File: config.mk
export PLATFORM = sky130hd
export DESIGN_NAME = cpu6_memstage_lsu
export DESIGN_NICKNAME = d
export VERILOG_FILES = /design/src/rtl/cpu6_memstage_lsu.sv
export SDC_FILE = /design/constraint.sdc
export NUM_CORES = 1
export LEC_CHECK = 0
export ABC_AREA = 1
export CORE_MARGIN = 5
export CORE_UTILIZATION = 36
export CTS_BUF_LIST = sky130_fd_sc_hd__clkbuf_2
export DETAILED_ROUTE_END_ITERATION = 10
export PLACE_DENSITY_LB_ADDON = 0.12
export SLEW_MARGIN = 20
export SYNTH_ARGS = -nofsm -noshare
export SYNTH_HDL_FRONTEND = slang
export SYNTH_SLANG_ARGS = --single-unit
File: constraint.sdc
create_clock -name clk -period 2.64 [get_ports clk]
set_clock_uncertainty 0.2 [all_clocks]
set_input_delay 0.792 -clock clk [delete_from_list [all_inputs] [get_ports clk]]
set_output_delay 0.792 -clock clk [all_outputs]
set_load 0.1 [all_outputs]
File: src/rtl/cpu6_memstage_lsu.sv
// MEM-stage load/store unit: turns the MEM access into a bus request/response
// handshake, stalls the pipeline until it completes, and owns the MEM/WB register.
module cpu6_memstage_lsu #(
  parameter int XLEN        = 32,
  parameter int RFIDX_WIDTH = 5
) (
  input  logic                   clk,
  input  logic                   reset,
  input  logic                   memwriteM,
  input  logic                   memtoregM,
  input  logic [1:0]             memsizeM,
  input  logic                   memunsignedM,
  input  logic [XLEN-1:0]        aluoutM,
  input  logic [XLEN-1:0]        writedataM,
  input  logic [RFIDX_WIDTH-1:0] writeregM,
  input  logic                   regwriteM,
  input  logic                   jumpM,
  input  logic [XLEN-1:0]        pcplus4M,
  output logic                   stallM,
  output logic                   misalignM,
  output logic                   req_valid,
  input  logic                   req_ready,
  output logic                   req_we,
  output logic [XLEN-1:0]        req_addr,
  output logic [3:0]             req_be,
  output logic [XLEN-1:0]        req_wdata,
  input  logic                   resp_valid,
  input  logic [XLEN-1:0]        resp_rdata,
  output logic [XLEN-1:0]        resultW,
  output logic [RFIDX_WIDTH-1:0] writeregW,
  output logic                   regwriteW
);

  typedef enum logic [1:0] {S_IDLE, S_REQ, S_WAIT} state_t;

  state_t                  state_q, state_d;
  logic [XLEN-1:0]         result_q, result_d;
  logic [RFIDX_WIDTH-1:0]  wreg_q, wreg_d;
  logic                    rw_q, rw_d;

  logic [1:0]              a;
  logic                    acc, is_half, is_word, misaligned, go;
  logic [XLEN-1:0]         load_data;

  function automatic logic [3:0] f_byte_en(input logic [1:0] size, input logic [1:0] off);
    case (size)
      2'b00:   f_byte_en = 4'b0001 << off;
      2'b01:   f_byte_en = 4'b0011 << off;
      default: f_byte_en = 4'b1111;
    endcase
  endfunction

  function automatic logic [XLEN-1:0] f_replicate(input logic [1:0] size, input logic [XLEN-1:0] wd);
    case (size)
      2'b00:   f_replicate = {4{wd[7:0]}};
      2'b01:   f_replicate = {2{wd[15:0]}};
      default: f_replicate = wd;
    endcase
  endfunction

  function automatic logic [XLEN-1:0] f_load_ext(input logic [1:0] size, input logic uns,
                                                 input logic [XLEN-1:0] rdata, input logic [1:0] off);
    logic [XLEN-1:0] sh;
    sh = rdata >> {off, 3'b000};
    case (size)
      2'b00:   f_load_ext = {{(XLEN-8){~uns & sh[7]}}, sh[7:0]};
      2'b01:   f_load_ext = {{(XLEN-16){~uns & sh[15]}}, sh[15:0]};
      default: f_load_ext = sh;
    endcase
  endfunction

  assign a          = aluoutM[1:0];
  assign acc        = memwriteM | memtoregM;
  assign is_half    = (memsizeM == 2'b01);
  assign is_word    = memsizeM[1];
  assign misaligned = acc & ((is_half & a[0]) | (is_word & (a != 2'b00)));
  assign go         = acc & ~misaligned;
  assign misalignM  = misaligned;

  // Bus fields come straight from the MEM inputs; stallM keeps those frozen while in REQ.
  assign req_we    = memwriteM;
  assign req_addr  = {aluoutM[XLEN-1:2], 2'b00};
  assign req_be    = f_byte_en(memsizeM, a);
  assign req_wdata = f_replicate(memsizeM, writedataM);
  assign load_data = f_load_ext(memsizeM, memunsignedM, resp_rdata, a);

  always_ff @(posedge clk or posedge reset) begin
    if (reset) state_q <= S_IDLE;
    else       state_q <= state_d;
  end

  always_comb begin
    state_d = state_q;
    case (state_q)
      S_IDLE:  if (go) state_d = req_ready ? S_WAIT : S_REQ;
      S_REQ:   if (req_ready) state_d = S_WAIT;
      S_WAIT:  if (resp_valid) state_d = S_IDLE;
      default: state_d = S_IDLE;
    endcase
  end

  always_comb begin
    req_valid = 1'b0;
    case (state_q)
      S_IDLE:  req_valid = go & ~reset;
      S_REQ:   req_valid = ~reset;
      default: req_valid = 1'b0;
    endcase
    stallM = go & ~((state_q == S_WAIT) & resp_valid);
  end

  // MEM/WB boundary: capture the result when not stalled, otherwise insert a bubble.
  always_comb begin
    result_d = '0;
    wreg_d   = '0;
    rw_d     = 1'b0;
    if (!stallM) begin
      if (jumpM)                        result_d = pcplus4M;
      else if (memtoregM && !memwriteM) result_d = load_data;
      else                              result_d = aluoutM;
      wreg_d = writeregM;
      rw_d   = regwriteM & ~misaligned;
    end
  end

  always_ff @(posedge clk or posedge reset) begin
    if (reset) begin
      result_q <= '0;
      wreg_q   <= '0;
      rw_q     <= 1'b0;
    end else begin
      result_q <= result_d;
      wreg_q   <= wreg_d;
      rw_q     <= rw_d;
    end
  end

  assign resultW   = result_q;
  assign writeregW = wreg_q;
  assign regwriteW = rw_q;

endmodule

; ---- After elaboration in Yosys (flattened, before gate mapping)
; Cells that the tools add are included.
[op_classes]
n_eq_ne = 6
shift = 3
muxes = 14
n_bitwise = 16
n_reduce_logical = 6
[op_table]
columns = cell, count
row1 = $pmux W32 S2, 2
row2 = $mux W32, 3
row3 = $shr A32 B5 Y32, 1
row4 = $and A1 B1 Y1, 10
row5 = $mux W2, 4
row6 = $pmux W4 S2, 1
row7 = $ne A2 B2 Y1 const B, 3
row8 = $pmux W2 S3, 1
row9 = $mux W5, 1
row10 = $eq A2 B1 Y1 const B, 2
row11 = $logic_not A2 Y1, 2
row12 = $not A1 Y1, 4
row13 = $shl A1 B2 Y4 const A, 1
row14 = $shl A2 B2 Y4 const A, 1
row15 = $reduce_and A3 Y1, 1
row16 = $eq A2 B2 Y1 const B, 1
row17 = $or A1 B1 Y1, 2
row18 = $pmux W1 S2, 1
row19 = $reduce_bool A2 Y1, 1
row20 = $logic_and A1 B1 Y1, 1
row21 = $logic_not A1 Y1, 1
row22 = $mux W1, 1
[word_totals]
regBits = 40
out_inout_bits = 110
word_cells = 49

; ---- Depth between registers and ports, before layout
[depth]
depth_word = 8
mapped_depth = 9
mapped_depth_nobuf = 9

; ---- Worst setup path before layout
; OpenSTA, ideal clock, no wires.
[synth_path]
path_kind = input to output
from = input port memsizeM[1]
to = output port req_wdata[14]
t_arrival_ns = 3.450
t_required_ns = 1.648
path_slack_ns = -1.802
path_stages = 5
n_path_buf = 1
cell_sequence = buf_6 > clkinv_4 > nand2_4 > clkinv_1 > o21ai_0
[synth_between]
elab_chain_len = 2
[synth_lines]
columns = element, line
row1 = from (decl), 11  ; input logic [1:0] memsizeM,
row2 = $eq A2 B1 Y1 / $logic_not A2 Y1 (equally long branches), 54  ; case (size)
row3 = $pmux W32 S2 (*), 54
row4 = to (decl), 26  ; output logic [XLEN-1:0] req_wdata,
; Mark *: on every way between the ends. The rest lies on a longest branch, timed or not.

; ---- Worst setup path in the final report
[layout_path]
from = input port memsizeM[0]
to = output port req_valid
[layout_between]
elab_chain_len = 8
[layout_lines]
columns = element, line
row1 = $eq A2 B1 Y1, 74  ; assign is_half = (memsizeM == 2'b01);
row2 = $and A1 B1 Y1, 76  ; assign misaligned = acc & ((is_half & a[0]) | (is_word & (a != 2'b00)));
row3 = $or A1 B1 Y1, 76
row4 = $and A1 B1 Y1, 76
row5 = $not A1 Y1, 77  ; assign go = acc & ~misaligned;
row6 = $and A1 B1 Y1, 77
row7 = $and A1 B1 Y1, 105  ; S_IDLE: req_valid = go & ~reset;
row8 = $pmux W1 S2, 104  ; case (state_q)
row9 = to (decl), 21  ; output logic req_valid,
; No other way between the ends.

==> results.py <==
metrics = {
    "logic_synthesis": {
        "yosys_warnings": 0,
        "synthArstFlopShare_pct": 100,
        "yosysMostFrequentCell": "nand2_1",
        "synth_area_um2": 3440,
        "synth_cell_types": 34,
        "synth_cells": 496,
        "synth_seq_area_share_pct": 29.1,
        "syn-mean-instance-area_um2": 6.93,
        "synth-edff-count": 0,
        "ys_top_cells_by_count": "nand2_1 (132), buf_4 (43), dfrtp_1 (40), a21oi_1 (38), inv_1 (36)",
        "yosys_register_bits": 40,
        "synthDominantAreaCellType": "dfrtp_1",
        "synthDominantCellAreaShare_pct": 29.1,
        "ys_top_cells_by_area": "dfrtp_1 (29%), nand2_1 (14%), buf_4 (9.4%), a21oi_1 (5.5%), a21oi_2 (5.1%)",
        "synth_flop_cell": "dfrtp_1",
    },
    "route": {
        "vias_per_cell": 4.91,
        "drt_iter0_drcs": 207,
        "via_count": 4329,
        "drt_wl_total_um": 14900,
        "dr.pass1.iters": 4,
        "drt.antenna.violating_nets": 0,
        "routed_wl_per_cell_um": 16.9,
        "detail_route.drc_violations": 0,
    },
    "floorplanning": {
        "die_w_um": 108,
        "row_count": 35,
        "die_h_um": 108,
        "die_area_um2": 11600,
        "floorplan.initialDensity_pct": 37.0,
        "core_area_um2": 9280,
        "ios": 254,
    },
    "finish": {
        "design_area_um2": 7250,
        "num-nets-final": 894,
        "fillCellCount": 688,
        "area_grow_syn2layout_pct": 111,
        "drive_gt1_share_pct": 42.1,
    },
    "flow_run": {
        "max_cap_violations": 0,
    },
    "placement": {
        "place_area_um2": 6940,
        "port-buffer-count": 251,
        "dp_hpwl_um": 12400,
        "finalWeightedCongestion": 0.876,
    },
    "pwr": {
        "power_report.internal_total_mw": 1.53,
        "switchingPower_mw": 1.78,
        "power.switching_fraction_pct": 53.9,
        "pwr-share-comb_pct": 70.2,
        "seqPwrFrac_pct": 21.4,
        "pwr-share-clk_pct": 8.3,
        "power_density_nw_per_um2": 456,
        "post-layout-total-power_mw": 3.31,
        "largest_voltage_drop_on_the_vdd_net_mv": 0.288,
        "power.static_leakage_nw": 3.41,
    },
    "critical_path": {
        "worst-endpoint-required_ns": 1.65,
        "cp_max_fanout": 2,
        "crit_arrival_ns": 1.76,
        "setup_cp_type": "input pin to output port",
        "timing.critical_path.from_type": "input pin",
        "setup.worst_path.end_class": "output port",
    },
    "hold_path": {
        "hp-class": "flop to flop",
    },
    "sta": {
        "achievable-frequency_mhz": 364,
        "setup-violations-final": 5,
        "final_max_slew_viol_count": 0,
        "finalSetupTns_ns": -0.319,
        "unrepaired_setup_endpoints_after_global_routing": "true",
        "final_critical_path_setup_slack_ns": -0.108,
        "finalHoldViolations": 0,
        "finalCriticalPeriod_ns": 2.75,
        "timing.final.crit_share_pct": 104,
    },
    "clocking": {
        "tritoncts": "yes",
        "root_buffer": "clkbuf_2",
        "cts_max_level": 2,
        "clk_pin_slew_worst_paths_ns": 0.22,
        "numCtsBuffers": 5,
        "insertion_delay_ns": 0.40,
        "ctsLongestPathBuffers": 2,
        "clock_sinks": 40,
        "post_cts_hold_buffer_count": 0,
    },
    "outcome": {
        "failed_checks": "setup timing",
        "outcome": "finished with violations",
    },
    "global_routing": {
        "grt_start_max_net_pins": 39,
        "globalRouteMet3Util_pct": 9.00,
        "groute.layer.met2.usage_pct": 45.8,
        "grt_pass1_wl_um": 22900,
        "grt.busiest_layer": "met2",
        "initial_antenna_violation_count": 2,
        "grt.total_usage_pct": 25.0,
        "overflow": 0,
        "vias_in_the_first_global_route": 4465,
        "gr-usage-met1_pct": 26.5,
    },
}
[cell usage in the layout, fill, tap and decap left out, types with 3 or more instances in the layout]
cell type | synthesis | routed
nand2_4 | 1 | 18
nand2_1 | 132 | 88
nor2_1 | 15 | 14
buf_6 | 5 | 8
o211ai_1 | 7 | 7
or2_2 | 8 | 8
o21ai_4 | 0 | 4
inv_2 | 6 | 7
nand3_1 | 26 | 19
o21ai_2 | 10 | 11
a21oi_1 | 38 | 36
inv_1 | 36 | 31
o221ai_1 | 3 | 3
dlymetal6s2s_1 | 0 | 7
nand4_1 | 3 | 3
dfrtp_1 | 40 | 40
clkdlybuf4s50_1 | 0 | 119
a21oi_2 | 20 | 21
clkbuf_2 | 0 | 5
o21ai_1 | 23 | 23
dlygate4sd2_1 | 0 | 13
o21ai_0 | 30 | 25
buf_4 | 43 | 89
buf_12 | 1 | 73
nand3_4 | 3 | 9
nand2_2 | 13 | 39
[what timing repair did]
action / 4_1_cts / 5_1_grt
setup buffers: 9 / 5
resized for setup: 69 / 25
endpoints found under the hold margin: 0 / 0
endpoints found under the setup margin: 32 / 23
pin swaps: 12 / 8
cloned: 1 / 0
[power by group through the flow]
stage	Combinational, mW	Clock [mW]	Sequential (mW)
after floorplan	0.991	0	1.22
after global placement	2.26	0	0.718
after detailed placement	2.27	0	0.721
after CTS	2.31	0.283	0.709
after global routing	2.41	0.306	0.718
final	2.32	0.275	0.709
[cells by family after synthesis]
family | count (synthesis) | synth area share (%)
other | 1 | 0.109
buffers and inverters | 113 | 19.2
flip-flops | 40 | 29.1
AND/OR/NAND/NOR | 208 | 27.8
AO/OA/AOI/OAI | 134 | 23.8
[sequential cells by signal, summed over array words and instances (netlist names)]
signal,cells
state_q,2
resultW,32
writeregW,5
regwriteW,1
[per-layer routing]
metal | vias up | wire (µm) | part of all wire (%)
li1 | 2088 | - | -
met1 | 2015 | 5100 | 34
met2 | 197 | 7830 | 53
met3 | 27 | 1580 | 11
met4 | 2 | 378 | 2.5
met5 | - | 18 | 0.12
[worst paths after layout]
check / from / slack, ns / cells after the start / to
min: state_q[0]$_DFFE_PP0P_ / 0.31 / 1 / state_q[1]$_DFFE_PP0P_
max in group asynchronous: reset / 1.13 / 3 / resultW[11]$_DFF_PP0_
max reg2reg: state_q[0]$_DFFE_PP0P_ / 0.70 / 8 / resultW[17]$_DFF_PP0_
min reg2reg: state_q[0]$_DFFE_PP0P_ / 0.31 / 1 / state_q[1]$_DFFE_PP0P_
max: memsizeM[0] / -0.11 / 11 / req_valid
min in group asynchronous: reset / 0.41 / 2 / state_q[0]$_DFFE_PP0P_
[stage by stage]
step	utilization (%)	worst slack (ns)	std cells	hold slack (ns)
6_report	78.1	-0.108	881	0.312
5_1_grt	78.1	-0.159	881	0.320
4_1_cts	77.0	-0.169	876	0.295
3_5_place_dp	74.8	-0.658	859	0.268
3_3_place_gp	74.8	-0.619	859	0.248
2_1_floorplan	-	-0.914	497	0.230
[cell type report]
class / instances / area (µm²) / share of cell area (%)
diodes: 1 / 2.50 / 0.0345
clock inverters: 3 / 18.8 / 0.259
inverters: 44 / 201 / 2.78
repair inverters: 1 / 8.76 / 0.121
repair buffers: 314 / 3680 / 50.7
flip-flops and latches: 40 / 1000 / 13.8
multi-input cells: 344 / 2150 / 29.7
clock buffers: 5 / 25.0 / 0.345
well taps: 129 / 161 / 2.23
[worst max-delay path: stages]
cell	delay, ns
buf_8	0.10
inv_8	0.05
nor2_8	0.04
nand2_2	0.06
nand2_2	0.06
nand2_4	0.10
nand2_4	0.06
nand2_4	0.07
inv_4	0.04
nor3_4	0.19
buf_12	0.20
No activity file was read; power rests on OpenSTA's default activity.
